==> config.mk <==
export PLATFORM = sky130hd
export DESIGN_NAME = ps2_host_tx
export DESIGN_NICKNAME = d
export VERILOG_FILES = /design/src/rtl/ps2_pkg.sv /design/src/rtl/ps2_line_cond.sv /design/src/rtl/ps2_host_tx.sv
export SDC_FILE = /design/constraint.sdc
export NUM_CORES = 1
export LEC_CHECK = 0
export BUFFER_PORTS_ARGS = -buffer_cell sky130_fd_sc_hd__buf_2
export CORE_MARGIN = 10
export CORE_UTILIZATION = 30
export DETAILED_ROUTE_END_ITERATION = 16
export HOLD_SLACK_MARGIN = 0.05
export SLEW_MARGIN = 20
export SYNTH_ARGS = -nofsm -noshare
export SYNTH_HDL_FRONTEND = slang
export SYNTH_HIERARCHICAL = 1
export SYNTH_SLANG_ARGS = --single-unit
==> constraint.sdc <==
create_clock -name clk -period 3.55 [get_ports clk]
set_clock_uncertainty 0.05 [all_clocks]
set_input_delay 0.71 -clock clk [delete_from_list [all_inputs] [get_ports clk]]
set_output_delay 0.71 -clock clk [all_outputs]
set_load 0.02 [all_outputs]
==> src/rtl/ps2_pkg.sv <==
// ps2_pkg: shared state type, command constants and parity helper for the PS/2 host blocks.
package ps2_pkg;
  typedef enum logic [2:0] {IDLE, INHIBIT, SEND, WAIT_ACK, WAIT_IDLE} state_t;
  localparam logic [7:0] CMD_RESET  = 8'hFF;
  localparam logic [7:0] CMD_ENABLE = 8'hF4;
  localparam logic [7:0] RESP_ACK   = 8'hFA;
  localparam int FRAME_LEN = 11;
  function automatic logic odd_parity(input logic [7:0] d);
    return ~^d;
  endfunction
endpackage

==> src/rtl/ps2_line_cond.sv <==
// ps2_line_cond: 2-flop synchronizer, stability filter and falling-edge pulse for one PS/2 line.
module ps2_line_cond #(
  parameter int FILTER_LEN = 4
) (
  input  logic clk,
  input  logic rst,
  input  logic raw,
  output logic filt,
  output logic fall
);
  localparam int CW = $clog2(FILTER_LEN + 1);
  logic [1:0] sync_q;
  logic filt_q, filt_d, fall_q, fall_d;
  logic [CW-1:0] cnt_q, cnt_d;
  // The filtered value only follows the synced line after FILTER_LEN consecutive differing samples.
  always_comb begin
    filt_d = filt_q;
    cnt_d = '0;
    if (sync_q[1] != filt_q) begin
      cnt_d = cnt_q + 1'b1;
      if (cnt_q == CW'(FILTER_LEN - 1)) begin
        filt_d = sync_q[1];
        cnt_d = '0;
      end
    end
    fall_d = filt_q & ~filt_d;
  end
  always_ff @(posedge clk or posedge rst)
    if (rst) begin
      sync_q <= 2'b11;
      filt_q <= 1'b1;
      cnt_q <= '0;
      fall_q <= 1'b0;
    end else begin
      sync_q <= {sync_q[0], raw};
      filt_q <= filt_d;
      cnt_q <= cnt_d;
      fall_q <= fall_d;
    end
  assign filt = filt_q;
  assign fall = fall_q;
endmodule

==> src/rtl/ps2_host_tx.sv <==
// ps2_host_tx: host-to-device PS/2 transmitter (inhibit, request-to-send, device-clocked frame, ACK).
// Define PS2_TX_RETRY_EN to retry a failed byte up to twice before reporting err.
module ps2_host_tx
  import ps2_pkg::*;
#(
  parameter int INHIBIT_CYCLES = 10000,
  parameter int TIMEOUT_CYCLES = 1500000,
  parameter int FILTER_LEN = 4
) (
  input  logic       clk,
  input  logic       rst,
  input  logic [7:0] tx_data,
  input  logic       tx_valid,
  output logic       tx_ready,
  output logic       busy,
  output logic       done,
  output logic       err,
  input  logic       ps2_clk_in,
  input  logic       ps2_data_in,
  output logic       ps2_clk_oe,
  output logic       ps2_data_oe
);
  localparam int IW = $clog2(INHIBIT_CYCLES + 1);
  localparam int TW = $clog2(TIMEOUT_CYCLES + 1);
  state_t state_q, state_d;
  logic [7:0] byte_q, byte_d;
  logic [9:0] frame_q, frame_d;
  logic [3:0] cnt_q, cnt_d;
  logic [IW-1:0] inh_q, inh_d;
  logic [TW-1:0] tmo_q, tmo_d;
  logic clk_oe_q, clk_oe_d, data_oe_q, data_oe_d;
  logic clk_f, clk_fall, data_f, data_fall_unused, fail;
`ifdef PS2_TX_RETRY_EN
  logic [1:0] retry_q, retry_d;
`endif
  ps2_line_cond #(.FILTER_LEN(FILTER_LEN)) u_clk_cond (
    .clk(clk), .rst(rst), .raw(ps2_clk_in), .filt(clk_f), .fall(clk_fall)
  );
  ps2_line_cond #(.FILTER_LEN(FILTER_LEN)) u_data_cond (
    .clk(clk), .rst(rst), .raw(ps2_data_in), .filt(data_f), .fall(data_fall_unused)
  );
  always_comb begin
    state_d = state_q;
    byte_d = byte_q;
    frame_d = frame_q;
    cnt_d = cnt_q;
    inh_d = inh_q;
    tmo_d = (state_q == IDLE || state_q == INHIBIT || clk_fall) ? '0 : tmo_q + 1'b1;
    clk_oe_d = clk_oe_q;
    data_oe_d = data_oe_q;
    done = 1'b0;
    fail = 1'b0;
`ifdef PS2_TX_RETRY_EN
    retry_d = retry_q;
`endif
    case (state_q)
      IDLE: if (tx_valid) begin
        state_d = INHIBIT;
        byte_d = tx_data;
        inh_d = '0;
        clk_oe_d = 1'b1;
`ifdef PS2_TX_RETRY_EN
        retry_d = '0;
`endif
      end
      // Start bit is driven in the last inhibit cycle so it is already low when the clock is released.
      INHIBIT: begin
        inh_d = inh_q + 1'b1;
        data_oe_d = data_oe_q | (inh_q == IW'(INHIBIT_CYCLES - 2));
        if (inh_q == IW'(INHIBIT_CYCLES - 1)) begin
          state_d = SEND;
          clk_oe_d = 1'b0;
          cnt_d = '0;
          frame_d = {1'b1, odd_parity(byte_q), byte_q};
        end
      end
      SEND: if (clk_fall) begin
        data_oe_d = ~frame_q[0];
        frame_d = {1'b1, frame_q[9:1]};
        cnt_d = cnt_q + 1'b1;
        if (cnt_q == 4'(FRAME_LEN - 2)) state_d = WAIT_ACK;
      end
      WAIT_ACK: if (clk_fall) begin
        if (data_f) fail = 1'b1;
        else state_d = WAIT_IDLE;
      end
      WAIT_IDLE: if (clk_f && data_f) begin
        done = 1'b1;
        state_d = IDLE;
      end
      default: state_d = IDLE;
    endcase
    if (state_q != IDLE && state_q != INHIBIT && tmo_q == TW'(TIMEOUT_CYCLES) && !done) fail = 1'b1;
    if (fail) begin
      state_d = IDLE;
      clk_oe_d = 1'b0;
      data_oe_d = 1'b0;
`ifdef PS2_TX_RETRY_EN
      if (retry_q != 2'd2) begin
        retry_d = retry_q + 1'b1;
        state_d = INHIBIT;
        inh_d = '0;
        clk_oe_d = 1'b1;
      end
`endif
    end
    err = fail && state_d == IDLE;
  end
  always_ff @(posedge clk or posedge rst)
    if (rst) begin
      state_q <= IDLE;
      byte_q <= '0;
      frame_q <= '0;
      cnt_q <= '0;
      inh_q <= '0;
      tmo_q <= '0;
      clk_oe_q <= 1'b0;
      data_oe_q <= 1'b0;
    end else begin
      state_q <= state_d;
      byte_q <= byte_d;
      frame_q <= frame_d;
      cnt_q <= cnt_d;
      inh_q <= inh_d;
      tmo_q <= tmo_d;
      clk_oe_q <= clk_oe_d;
      data_oe_q <= data_oe_d;
    end
`ifdef PS2_TX_RETRY_EN
  always_ff @(posedge clk or posedge rst)
    if (rst) retry_q <= '0;
    else retry_q <= retry_d;
`endif
  assign tx_ready = state_q == IDLE;
  assign busy = state_q != IDLE;
  assign ps2_clk_oe = clk_oe_q;
  assign ps2_data_oe = data_oe_q;
endmodule

======== After elaboration in Yosys (flattened, before gate mapping) ========
Cells that the tools add are included.
storage, ports and cells
  flip-flop bits (word level) ............. 75
  input bits .............................. 13
  output and inout bits ................... 6
  word-level logic and storage cells ...... 102
cells by class
  add/sub/neg operators ................... 5
  equality and inequality tests ........... 19
  mux-type cells .......................... 37
  bitwise gates (word level) .............. 4
  reduce and logical (&&, ||, !) cells .... 22
operators with widths
  cell                   number
  $mux 3                 12
  $eq 14x14->1 const B   2
  $pmux 14 s2            1
  $add 21x1->21 const B  1
  $eq 21x21->1 const B   1
  $mux 21                1
  $mux 10                2
  $pmux 10 s2            1
  $pmux 3 s5             1
  $add 14x1->14 const B  1
  $mux 14                1
  $mux 1                 13
  $eq 3x2->1 const B     4
  $ne 3x2->1 const B     3
  $reduce_bool 3->1      3
  $mux 4                 2
  $pmux 4 s2             1
  $reduce_and 2->1       4
  $reduce_xnor 8->1      1
  $add 3x1->3 const B    2
  $logic_not 3->1        2
  $reduce_and 3->1       2
  $logic_and 1x1->1      5
  $add 4x1->4 const B    1
  other kinds (14)       20

======== Depth between registers and ports, before layout ========
  word-level depth ........................ 9
  gate-level depth with buffers ........... 6
  mapped depth without buffers ............ 6

======== Cells and area by module ========
Netlist, hierarchy kept.
by module, submodules not included
  module         instances  cells each  area an instance (µm²)  seq. area each (µm²)
  ps2_host_tx    1          316         3223.1                  1551.5
  ps2_line_cond  2          16          269.0                   178.9

======== Worst setup path after synthesis ========
No wires, ideal clock.
  kind .................................... register to output
  start point ............................. reg u_data_cond.filt_q (netlist: u_data_cond/filt)
  end point ............................... out err
  data arrival time ....................... 1758 ps
  data required time ...................... 2790 ps
  path slack .............................. 1032 ps
  cell stages (with the launch flop) ...... 5
  path buffers ............................ 0
  cells stage by stage .................... dfstp_2 > nand3_1 > nor3_1 > nor4_1 > or2_2
between the ends
  word-level cells in the longest chain between the ends .. 9
  elaborated cells between the ends (all ways) .. 16
  those cells by class .................... mux: 11; reduce/logical: 5
RTL lines
  element                 RTL line             text
  from (decl)             ps2_line_cond.sv:13  logic filt_q, filt_d, fall_q, fall_d;
  from (signal assigned)  ps2_line_cond.sv:36  filt_q <= filt_d;
  $logic_and 1x1->1 *     ps2_host_tx.sv:87    WAIT_IDLE: if (clk_f && data_f) begin
  $mux 1 *                ps2_host_tx.sv:87
  $mux 1 *                ps2_host_tx.sv:56    case (state_q)
  net done                ps2_host_tx.sv:16    output logic done,
  $logic_not 1->1 *       ps2_host_tx.sv:93    if (state_q != IDLE && state_q != INHIBIT && tmo_q == TW'(TIMEOUT_CYCLES) && !done) fail = 1'b1;
  $logic_and 1x1->1 *     ps2_host_tx.sv:93
  $mux 1 *                ps2_host_tx.sv:93
  $mux 3                  ps2_host_tx.sv:94    if (fail) begin
  $logic_not 3->1         ps2_host_tx.sv:107   err = fail && state_d == IDLE;
  $logic_and 1x1->1 *     ps2_host_tx.sv:107
  to (decl)               ps2_host_tx.sv:17    output logic err,
Mark *: on every way through the listed nets, which the timed path passes. The rest lies on a longest branch.

======== Worst setup path in the final report ========
  start point ............................. reg tmo_q[0]
  end point ............................... out err
between the ends
  word-level cells in the longest chain between the ends .. 7
RTL lines
  element                           RTL line            text
  from (decl)                       ps2_host_tx.sv:30   logic [TW-1:0] tmo_q, tmo_d;
  from (signal assigned)            ps2_host_tx.sv:125  tmo_q <= tmo_d;
  $eq 21x21->1 *                    ps2_host_tx.sv:93
  $logic_and 1x1->1 * (2 in a row)  ps2_host_tx.sv:93
  $mux 1 *                          ps2_host_tx.sv:93
  $mux 3                            ps2_host_tx.sv:94
  $logic_not 3->1                   ps2_host_tx.sv:107
  $logic_and 1x1->1 *               ps2_host_tx.sv:107
Mark *: on every way between the ends. The rest lies on a longest branch, timed or not.

==> qor.yml <==
vias: 2631
die_x_um: 131
drive_gt1_share_pct: 23.5
worst_pin_slew_ns: 0.879
grt_setup_unrepaired: "false"
grt_max_degree: 28
grt_overflow_total: 0
cts_resized: 0
drv_cap: 0
postSynthCellCount: 346
reg2reg_from: "state_q[0]$_DFF_PP0_"
finalPower_mw: 1.98
clock-sinks: 75
seq_area_um2: 1880
viasPerCell: 4.89
fp.dieH_um: 131
avgRoutedWirePerCell_um: 13.5
antenna_cells: 0
rows: 40
crit_fanout: 4
setup_ws_ns: 0.559
portBuffers: 18
fin_setup_tns_ns: 0
vdd.ir_drop.worst_uv: 200
critPathKind: "flip-flop to output pin"
grt_pass1_wl_mm: 12.6
max_freq_mhz: 334
max_slew_margin_pct: 40.6
antenna_found_initial: 0
clock_path_buffers: 2
cts_made_buffers: 9
grt_pass1_vias: 2551
drv_slew: 0
avgSynthCellArea_um2: 10.8
pin_count: 19
min_period_over_period_pct: 84.3
cp_slowest_cell: "nor4_1"
setup_viol: 0
pre_cts_slack_ns: 0.900
nFillCells: 1242
dr.pass1.iters: 5
hpwl_mm: 5.25
slowest_delay_ns: 0.60
status: "complete, no violations"
cts_max_level: 3
yosysWarnings: 6
crit_chain: "inv_1 > ha_1 > nor3b_1 > nand4_1 > nor4_1 > or2_2 > buf_2"
ant_nets: 0
multiInputGateArea_um2: 1740
clkLatencyLatePin_ns: 0.34
root_buffer: "clkbuf_16"
hold_path_class: "input pin to asynchronous set/reset pin"
syn_nets: 367
r2r.worst_path.cells: 4
cts_hold_buffers: 0
endpoint_kind: "output pin"
leakage_nw: 1.82
drc_errors: 0
core_area_um2: 12100
initial_core_util_pct: 30.8
drt-total-wl_mm: 7.28
required_ns: 2.79
drtIter0Drc: 138
start_kind: "flip-flop"
arrival_ns: 2.23
p_per_area_nw_per_um2: 460
finalCriticalPeriod_ns: 2.99
r2r_end: "frame_q[1]$_DFFE_PP0P_"
cts_tree: "yes"
gp_congestion: 0.782
hold_viol: 0
cts_setup_buffers: 0
nets: 386
syn_area_um2: 3730
clk_pin_slew_worst_paths_ns: 0.07
syn_to_final_growth_pct: 15.5
die-area_um2: 17300
r2r_slack_ns: 1.20
grt_usage_pct: 8.63
metal layers:
metal	track usage (%)	vias up	part of all wire, %
met3	2.21	9	2.9
met4	4.45	0	2.0
met1	11.1	1294	48
li1	-	1286	-
met5	0	-	0
met2	13.0	42	47
power breakdown:
part | internal, mW | leakage [nW] | switching [mW]
clock network | 0.557 | 0.146 | 0.384
logic | 0.0533 | 0.672 | 0.0548
registers | 0.898 | 1.00 | 0.0338
total | 1.51 | 1.82 | 0.473
layout by cell type (no fill, tap or decap), types with 3 or more instances in the layout:
| cell type | count |
|---|---|
| a21oi_1 | 17 |
| and2_1 | 3 |
| and3_1 | 4 |
| and4_1 | 4 |
| buf_2 | 18 |
| buf_4 | 3 |
| clkbuf_16 | 9 |
| dfrtp_1 | 69 |
| dfstp_2 | 6 |
| ha_1 | 8 |
| inv_1 | 11 |
| mux2_2 | 24 |
| mux2i_1 | 6 |
| nand2_1 | 24 |
| nand3_1 | 17 |
| nand4_1 | 9 |
| nor2_1 | 16 |
| nor3_1 | 5 |
| nor3b_2 | 6 |
| nor4_1 | 4 |
| o21a_1 | 3 |
| o21ai_0 | 22 |
| o31ai_1 | 6 |
| or2_2 | 5 |
| or3_1 | 9 |
| or4_1 | 3 |
| xnor2_1 | 12 |
| xor2_1 | 8 |
worst max path at each step:
| stage | startpoint | to | depth (start not counted) |
|---|---|---|---|
| finish | tmo_q[0]$_DFF_PP0_ | err | 7 |
| detailed placement | tmo_q[7]$_DFF_PP0_ | err | 5 |
| floorplan | u_data_cond/filt$_DFF_PP1_ | err | 4 |
| global placement | tmo_q[0]$_DFF_PP0_ | err | 7 |
| CTS | tmo_q[7]$_DFF_PP0_ | err | 5 |
| global route | tmo_q[0]$_DFF_PP0_ | err | 7 |
sequential cells by signal, indices dropped and copies added, names as in the netlist:
name and count:
ps2_clk_oe 1, cnt_q 4, u_data_cond/filt 1, u_data_cond/cnt_q 3, frame_q 10, u_clk_cond/fall 1, u_data_cond/sync_q 2, tmo_q 21
u_clk_cond/sync_q 2, inh_q 14, u_clk_cond/cnt_q 3, byte_q 8, u_clk_cond/filt 1, ps2_data_oe 1, state_q 3
per-stage QoR:
step                area (µm²)  hold WS, ns  utilization, %  instances
finish                    4300        0.248            35.5        538
global route              4300        0.257            35.5        538
CTS                       4300        0.245            35.5        538
detailed placement        3990        0.299            33.0        522
global placement          3990        0.297            33.0        522
floorplan                 3730        0.295               -        346
worst max-delay path, delay by kind of cell (launching register included):
family / cells / cell delay (ns)
adder cells (fa/ha/maj): 1 / 0.13
buffers and inverters: 2 / 0.22
flip-flops: 1 / 0.42
AND/OR/NAND/NOR: 4 / 1.12
cell type report:
| type | instances | share of cell area (%) |
|---|---|---|
| Timing Repair Buffer | 21 | 2.62 |
| Tap cell | 168 | 4.88 |
| Multi-Input combinational cell | 246 | 40.5 |
| Sequential cell | 75 | 43.8 |
| Inverter | 12 | 1.05 |
| Clock inverter | 7 | 1.98 |
| Clock buffer | 9 | 5.23 |
No activity file was read; power rests on OpenSTA's default activity.
